### config.mk
export PLATFORM = sky130hd
export DESIGN_NAME = aes128_job_scheduler
export DESIGN_NICKNAME = d
export VERILOG_FILES = /design/src/rtl/aes128_sched_pkg.sv /design/src/rtl/aes128_job_scheduler_rr_arbiter.sv /design/src/rtl/aes128_job_scheduler.sv
export SDC_FILE = /design/constraint.sdc
export NUM_CORES = 1
export LEC_CHECK = 0
export CORE_AREA = 2 2 598 600
export DETAILED_ROUTE_END_ITERATION = 8
export DIE_AREA = 0 0 600 602
export GPL_ROUTABILITY_DRIVEN = 0
export PLACE_DENSITY = 0.31
export RECOVER_POWER = 50
export SYNTH_ARGS = -nofsm -noshare
export SYNTH_HDL_FRONTEND = slang
export SYNTH_SLANG_ARGS = --single-unit
### constraint.sdc
create_clock -name pi_clk -period 3.4 [get_ports pi_clk]
set_clock_uncertainty 0.05 [all_clocks]
set_input_delay 0.51 -clock pi_clk [delete_from_list [all_inputs] [get_ports pi_clk]]
set_output_delay 0.51 -clock pi_clk [all_outputs]
set_load 0.01 [all_outputs]
### src/rtl/aes128_sched_pkg.sv
// Shared types and helpers for the AES-128 job scheduler.
package aes128_sched_pkg;

  localparam int AES_BLOCK_W = 128;

  typedef enum logic [1:0] {
    ST_IDLE   = 2'd0,
    ST_LAUNCH = 2'd1,
    ST_WAIT   = 2'd2,
    ST_RESP   = 2'd3
  } sched_state_e;

  function automatic int clog2(input int value);
    int r;
    r = 0;
    while ((1 << r) < value) r++;
    return r;
  endfunction

endpackage

### src/rtl/aes128_job_scheduler_rr_arbiter.sv
// Combinational round-robin arbiter: first asserted request at/after the pointer wins.
module rr_arbiter #(
  parameter int NUM_REQ = 4,
  parameter int ID_W    = 2
) (
  input  logic [NUM_REQ-1:0] req_i,
  input  logic [ID_W-1:0]    ptr_i,
  output logic [NUM_REQ-1:0] gnt_o,
  output logic [ID_W-1:0]    idx_o,
  output logic               any_o
);

  logic [ID_W-1:0] cand;
  logic            found;

  always_comb begin
    cand  = ptr_i;
    found = 1'b0;
    idx_o = '0;
    for (int k = 0; k < NUM_REQ; k++) begin
      if (!found && req_i[cand]) begin
        found = 1'b1;
        idx_o = cand;
      end
      cand = (cand == ID_W'(NUM_REQ - 1)) ? '0 : cand + 1'b1;
    end
    any_o = found;
    gnt_o = found ? (NUM_REQ'(1) << idx_o) : '0;
  end

endmodule

### src/rtl/aes128_job_scheduler.sv
// Shares one AES-128 core among NUM_REQ requesters; one job in flight, result
// captured after a fixed latency and returned on a valid/ready response port.
module aes128_job_scheduler
  import aes128_sched_pkg::*;
#(
  parameter  int NUM_REQ      = 4,
  parameter  int CORE_LATENCY = 44,
  parameter  int START_CYCLES = 1,
  localparam int ID_W         = clog2(NUM_REQ)
) (
  input  logic                           pi_clk,
  input  logic                           pi_rst,
  input  logic [NUM_REQ-1:0]             pi_req_valid,
  input  logic [NUM_REQ*AES_BLOCK_W-1:0] pi_req_key,
  input  logic [NUM_REQ*AES_BLOCK_W-1:0] pi_req_data,
  output logic [NUM_REQ-1:0]             po_req_ready,
  output logic [AES_BLOCK_W-1:0]         po_core_key,
  output logic [AES_BLOCK_W-1:0]         po_core_data,
  output logic                           po_core_start,
  input  logic [AES_BLOCK_W-1:0]         pi_core_result,
  output logic                           po_rsp_valid,
  output logic [AES_BLOCK_W-1:0]         po_rsp_data,
  output logic [ID_W-1:0]                po_rsp_id,
  input  logic                           pi_rsp_ready,
  output logic                           po_busy
);

  localparam int CNT_W = clog2(CORE_LATENCY + 1);

  sched_state_e           state_q;
  logic [ID_W-1:0]        ptr_q;
  logic [ID_W-1:0]        ptr_d;
  logic [CNT_W-1:0]       cnt_q;
  logic [AES_BLOCK_W-1:0] key_q;
  logic [AES_BLOCK_W-1:0] data_q;
  logic [ID_W-1:0]        id_q;
  logic                   start_q;
  logic                   rsp_valid_q;
  logic [AES_BLOCK_W-1:0] rsp_data_q;

  logic [NUM_REQ-1:0]     arb_gnt;
  logic [ID_W-1:0]        arb_idx;
  logic                   arb_any;
  logic [AES_BLOCK_W-1:0] key_arr  [NUM_REQ];
  logic [AES_BLOCK_W-1:0] data_arr [NUM_REQ];

  for (genvar gi = 0; gi < NUM_REQ; gi++) begin : g_unpack
    assign key_arr[gi]  = pi_req_key[gi*AES_BLOCK_W +: AES_BLOCK_W];
    assign data_arr[gi] = pi_req_data[gi*AES_BLOCK_W +: AES_BLOCK_W];
  end

  rr_arbiter #(
    .NUM_REQ (NUM_REQ),
    .ID_W    (ID_W)
  ) u_arb (
    .req_i (pi_req_valid),
    .ptr_i (ptr_q),
    .gnt_o (arb_gnt),
    .idx_o (arb_idx),
    .any_o (arb_any)
  );

  assign ptr_d = (arb_idx == ID_W'(NUM_REQ - 1)) ? '0 : arb_idx + 1'b1;

  // Counter value 1 marks the first start cycle; capture happens when it reaches CORE_LATENCY.
  always_ff @(posedge pi_clk or negedge pi_rst) begin
    if (!pi_rst) begin
      state_q     <= ST_IDLE;
      ptr_q       <= '0;
      cnt_q       <= '0;
      key_q       <= '0;
      data_q      <= '0;
      id_q        <= '0;
      start_q     <= 1'b0;
      rsp_valid_q <= 1'b0;
      rsp_data_q  <= '0;
    end else begin
      case (state_q)
        ST_IDLE: begin
          if (arb_any) begin
            key_q   <= key_arr[arb_idx];
            data_q  <= data_arr[arb_idx];
            id_q    <= arb_idx;
            ptr_q   <= ptr_d;
            cnt_q   <= CNT_W'(1);
            start_q <= 1'b1;
            state_q <= ST_LAUNCH;
          end
        end
        ST_LAUNCH: begin
          cnt_q <= cnt_q + 1'b1;
          if (cnt_q == CNT_W'(START_CYCLES)) begin
            start_q <= 1'b0;
            state_q <= ST_WAIT;
          end
        end
        ST_WAIT: begin
          if (cnt_q == CNT_W'(CORE_LATENCY)) begin
            rsp_data_q  <= pi_core_result;
            rsp_valid_q <= 1'b1;
            cnt_q       <= '0;
            state_q     <= ST_RESP;
          end else begin
            cnt_q <= cnt_q + 1'b1;
          end
        end
        ST_RESP: begin
          if (pi_rsp_ready) begin
            rsp_valid_q <= 1'b0;
            state_q     <= ST_IDLE;
          end
        end
        default: state_q <= ST_IDLE;
      endcase
    end
  end

  assign po_req_ready  = (state_q == ST_IDLE) ? arb_gnt : '0;
  assign po_core_key   = key_q;
  assign po_core_data  = data_q;
  assign po_core_start = start_q;
  assign po_rsp_valid  = rsp_valid_q;
  assign po_rsp_data   = rsp_data_q;
  assign po_rsp_id     = id_q;
  assign po_busy       = (state_q != ST_IDLE);

endmodule

# Yosys cells after proc, flatten, opt, wreduce, memory -nomap -nowiden
# Cells that the tools add are included.
# word_totals
reg_bits	398
latchBits	0
ram_bits	0
mem_bits_ro	0
input_bits	1159
memories	0
# op_classes
addsub	5
n_mul	0
div	0
n_lt_le_gt_ge	5
eq_ne	13
shift	1
muxes	42
n_bitwise	1
n_reduce_logical	17
# op_table
operator	n
$bmux W128 S2	2
$mux W128	4
$mux W2	12
$pmux W6 S3	1
$eq A2 B2 Y1 const B	6
$lt A2 B3 Y1 const B	4
$mux W1	12
$mux W6	2
$add A2 B1 Y2 const B	4
$bmux W1 S2	4
$mux W4	2
$ne A2 B2 Y1 const B	4
$pmux W2 S4	1
$add A6 B1 Y6 const B	1
$eq A6 B1 Y1 const B	1
$eq A6 B6 Y1 const B	1
$reduce_and A2 Y1	3
$reduce_and A3 Y1	2
$reduce_bool A2 Y1	3
$pmux W1 S2	2
$reduce_and A4 Y1	1
$shl A1 B2 Y4 const A	1
$ge A3 B3 Y1 const B	1
$logic_and A1 B1 Y1	3
5 further kinds	7

# Longest topological paths before layout
# depth
ltp_word	16
mapped_depth	13
ltp_nobuf	9

# Hierarchy
# Synthesis repeated with hierarchy kept, for this count alone.
# unflattened
cells_unflattened	1250
hier_area_um2	21561.9
# modules_own_cells
module	instances	cells_each	area_each_um2
aes128_job_scheduler	1	1204	21160.3
rr_arbiter	1	46	401.6

# Worst setup path before layout
# OpenSTA, ideal clock, no wires.
# synth_timing
path_type	register to register
from	register ptr_q[1]
to	register key_q[32], in the netlist po_core_key[32]
setup_time_ps	125
arrival_ps	3028
t_required_ps	3225
slack_ps	197
stages_incl_launch_ff	11
synth_period_minus_slack_ps	3203
cell_sequence	dfrtp_1 > ha_1 > buf_6 > mux4_2 > nor3_1 > a21oi_2 > inv_2 > buf_6 > buf_2 > mux4_1 > mux2_2
# synth_via
elab_chain_cells	16
elab_cells_between_ends	36
classes_between	add/sub (3); eq/ne (3); mux (22); bitwise (1); reduce/logical (7)
# synth_rtl
element	line	text
from (decl)	aes128_job_scheduler.sv:31	logic [ID_W-1:0] ptr_q;
from (signal assigned)	aes128_job_scheduler.sv:84	ptr_q <= ptr_d;
parallel branches: the longest is 16 deep, another holds $add A2 B1 Y2	--	
to (signal assigned)	aes128_job_scheduler.sv:81	key_q <= key_arr[arb_idx];
to (decl)	aes128_job_scheduler.sv:34	logic [AES_BLOCK_W-1:0] key_q;
# Several ways; the timed one is not identified. The select of a mux whose other input is x is not followed.
# A chain may end at the register's enable or synchronous reset.

# Worst setup path after layout
# layout_timing
from	register ptr_q[0]
to	register data_q[21], in the netlist po_core_data[21]
# layout_via
elab_chain_cells	16
elab_cells_between_ends	36
classes_between	add/sub (3); eq/ne (3); mux (22); bitwise (1); reduce/logical (7)
# layout_rtl
element	line	text
parallel branches: the longest is 16 deep, another holds $add A2 B1 Y2	--	
to (signal assigned)	aes128_job_scheduler.sv:82	data_q <= data_arr[arb_idx];
to (decl)	aes128_job_scheduler.sv:35	logic [AES_BLOCK_W-1:0] data_q;
# Several ways; the timed one is not identified. The select of a mux whose other input is x is not followed.

==> impl_metrics.json <==
{
  "slew_at_the_pin_closest_to_its_max_slew_limit_ns": 1.717,
  "cp_cell_sequence": "ha_4, mux4_2, a221oi_2, o21ai_1, a221o_4, buf_4, buf_12, buf_16, buf_12, bufbuf_16, mux4_2, mux2_4",
  "post-synth-top-count-cell": "dfrtp_1",
  "numPortBuffers": 1551,
  "tritoncts_clock_tree": "yes",
  "clock.fmax_mhz": 267.3,
  "netlist.top_cell.by_area": "dfrtp_1",
  "dr.pass1.iters": 4,
  "yosysWarningCount": 0,
  "instance_area_at_placement_mm2": 0.04440,
  "hold_violations": 0,
  "track_usage_pct": 13.93,
  "netlist_top_cells_count": "dfrtp_1 (398), mux2_2 (385), mux4_1 (190)",
  "leakage_nw": 17.27,
  "fin_tns_setup_ns": -41.50,
  "boundary_pin_count": 1552,
  "cp_data_arrival_time_ns": 4.30,
  "vias": 21420,
  "final_antenna_net_count": 0,
  "setup.worst_path.start_class": "register",
  "p_sw_share_pct": 41.42,
  "layout.cell_area.non_filler_mm2": 0.04766,
  "vias_per_cell": 2.750,
  "cts.root.buffer_cell": "clkbuf_16",
  "setup.worst_path.class": "reg2reg",
  "post_synth_instance_area_mm2": 0.02231,
  "synth_seq_area_share_pct": 44.65,
  "synth_edf_count": 0,
  "async_reset_ff_share_pct": 100.0,
  "floorplan.rows": 219,
  "final.min_clock_period_ns": 3.741,
  "yosysTopAreaCellShare_pct": 44.65,
  "relSlewSlack_pct": -14.50,
  "setup_violations": 256,
  "outcome": "complete, but fails checks",
  "place_ws_ns": -0.4682,
  "crit_path_max_incr_delay_ns": 0.55,
  "crit-reg2reg-capture": "po_core_data[21]",
  "worst_hold_path_cell_count": 2,
  "timing.final.crit_share_pct": 110.0,
  "ys_seq_elements": 398,
  "detailedRoute.firstIterationViolations": 1125,
  "reg2reg_setup_slack_ns": -0.34,
  "clkTransAtPathRegs_ns": 0.06,
  "cts_max_path_buffers": 3,
  "pnr_worst_setup_slack_ns": -0.3405,
  "cellInternalPower_mw": 26.79,
  "p_seq_share_pct": 17.9,
  "switching_power_mw": 18.94,
  "critPathMaxFanout": 7,
  "power_density_mw_per_mm2": 959.6,
  "cts_inserted_buffers": 60,
  "clock_latency_ns": 0.73,
  "design.die.area_mm2": 0.3612,
  "unrepaired_setup_endpoints_after_global_routing": "yes",
  "crit_slowest_cell": "mux4_2",
  "worstReg2RegStart": "ptr_q[0]",
  "sink_count": 398,
  "pwr-share-comb_pct": 67.4,
  "ys_types": 46,
  "grt_pass1_wl_um": 310900,
  "hold_path_startpoint": "pi_core_result[47]",
  "die_outline_width_um": 600,
  "aggregate_global_routing_overflow": 0,
  "worstPathRequired_ns": 3.96,
  "crit_path_end_kind": "register",
  "main_synth_ff_type": "dfrtp_1",
  "number_of_max_cap_violations": 1,
  "grt_pass1_vias": 22410,
  "failed_checks": "max-capacitance violations, max-slew violations, negative setup slack",
  "layout.nets": 4121,
  "holdPathEnd": "po_rsp_data[47]",
  "fp.coreArea_mm2": 0.3548,
  "worst_hold_path_type": "in2reg",
  "timing.final.max_slew_violations": 44,
  "timing.hold.ws_ns": 0.3232,
  "post-route-drc-count": 0,
  "post_synth_main_area_contributors": "dfrtp_1 (45%), mux4_1 (22%), mux2_2 (19%)",
  "initial_utilization_pct": 6.286,
  "postSynthAreaPerCell_um2": 17.37,
  "h-tree-depth": 2,
  "reg2reg_depth": 12,
  "dpl.hpwl_um": 229900,
  "synthesis.nets": 2453,
  "dieHeight_um": 602,
  "post_route_cells_drive_above_1_share_pct": 24.48,
  "wl_per_cell_um": 33.93,
  "vdd_drop_max_mv": 0.4051,
  "flow.area_growth_from_synthesis_pct": 113.6,
  "postSynthCellCount": 1284,
  "pin_count_of_the_biggest_net_entering_global_routing": 65,
  "routed_wirelength_um": 264200,
  "antenna_found_initial": 199,
  "pwr-share-clk_pct": 14.7
}
[how the worst max path moves through the flow]
stage	start	to	slack [ns]	depth (start not counted)
CTS	ptr_q[0]	po_req_ready[3]	-0.40	8
detailed placement	pi_req_valid[0]	po_core_data[41]	-0.47	10
finish	ptr_q[0]	po_core_data[21]	-0.34	12
global placement	pi_req_valid[3]	po_core_data[41]	-0.48	12
floorplan	ptr_q[1]	po_core_key[32]	0.20	10
global route	ptr_q[0]	po_req_ready[3]	-0.44	8
[flip-flops by register name (all words and copies together) (netlist names)]
name           count
po_core_data     128
po_core_key      128
po_rsp_data      128
cnt_q              6
po_rsp_id          2
ptr_q              2
state_q            2
po_core_start      1
po_rsp_valid       1
[cells in the final DEF (no fill, tap or decap), types with 27 or more instances in the layout]
cell type and n:
clkdlybuf4s50_1 1507, dfrtp_1 398, mux2_2 358, mux4_1 178, mux4_2 80, clkbuf_16 73
buf_4 68, diode_2 34, dlygate4sd3_1 34, clkbuf_1 29, mux2_4 27
[power by group through the flow]
stage / Clock, mW / Sequential, mW / Combinational, mW
after CTS: 7.13 / 8.27 / 29.8
after global routing: 7.21 / 8.40 / 32.8
after global placement: 0 / 8.30 / 27.1
after detailed placement: 0 / 8.28 / 27.1
final: 6.73 / 8.17 / 30.8
after floorplan: 0 / 8.28 / 12.5
[per-layer routing]
layer / up-vias / global-route usage, % / wire (um)
met5: - / 0 / 358
met4: 54 / 2.530 / 6323
met3: 405 / 6.607 / 27760
met2: 1170 / 26.50 / 140800
met1: 11070 / 13.56 / 88950
li1: 8712 / - / -
[timing repair]
item,in CTS,in global routing
resized for setup,94,47
endpoints found under the hold margin,30,0
buffers inserted,12,12
hold buffers,1,0
endpoints found under the setup margin,255,258
pin swaps,3,2
cloned,14,14
[area by class of cell]
type / instances / area, um^2
Clock inverter: 27 / 304.0
Timing Repair Buffer: 1713 / 17790
Antenna cell: 34 / 85.08
Fill cell: 39800 / 307200
Inverter: 9 / 46.29
Multi-Input combinational cell: 770 / 11820
Sequential cell: 398 / 9960
Clock buffer: 86 / 1710
Tap cell: 4751 / 5944
[stage by stage]
| step | utilization (%) | total power [mW] | cells |
|---|---|---|---|
| after detailed placement | 12.51 | 35.36 | 7593 |
| final | 13.43 | 45.73 | 7788 |
| after floorplan | - | 20.80 | 1284 |
| after CTS | 13.29 | 45.19 | 7731 |
| after global placement | 12.51 | 35.42 | 7593 |
| after global routing | 13.42 | 48.37 | 7767 |
[kinds of logic after synthesis]
logic type,after synthesis,synth area share (%)
xor+xnor,2,0.07854
flops,398,44.65
buf+inv,116,2.995
mux,649,48.95
compound gates,46,1.357
simple gates,63,1.408
fa+ha+maj,10,0.5609
[worst max-delay path: cells and delay by family, from the launching register on]
| family | cells | cell delay, ns |
|---|---|---|
| flops | 1 | 0.41 |
| fa+ha+maj | 1 | 0.30 |
| compound gates | 3 | 0.74 |
| buf+inv | 5 | 0.93 |
| mux | 3 | 1.13 |
Note: power is estimated with default switching activity, not from simulation.
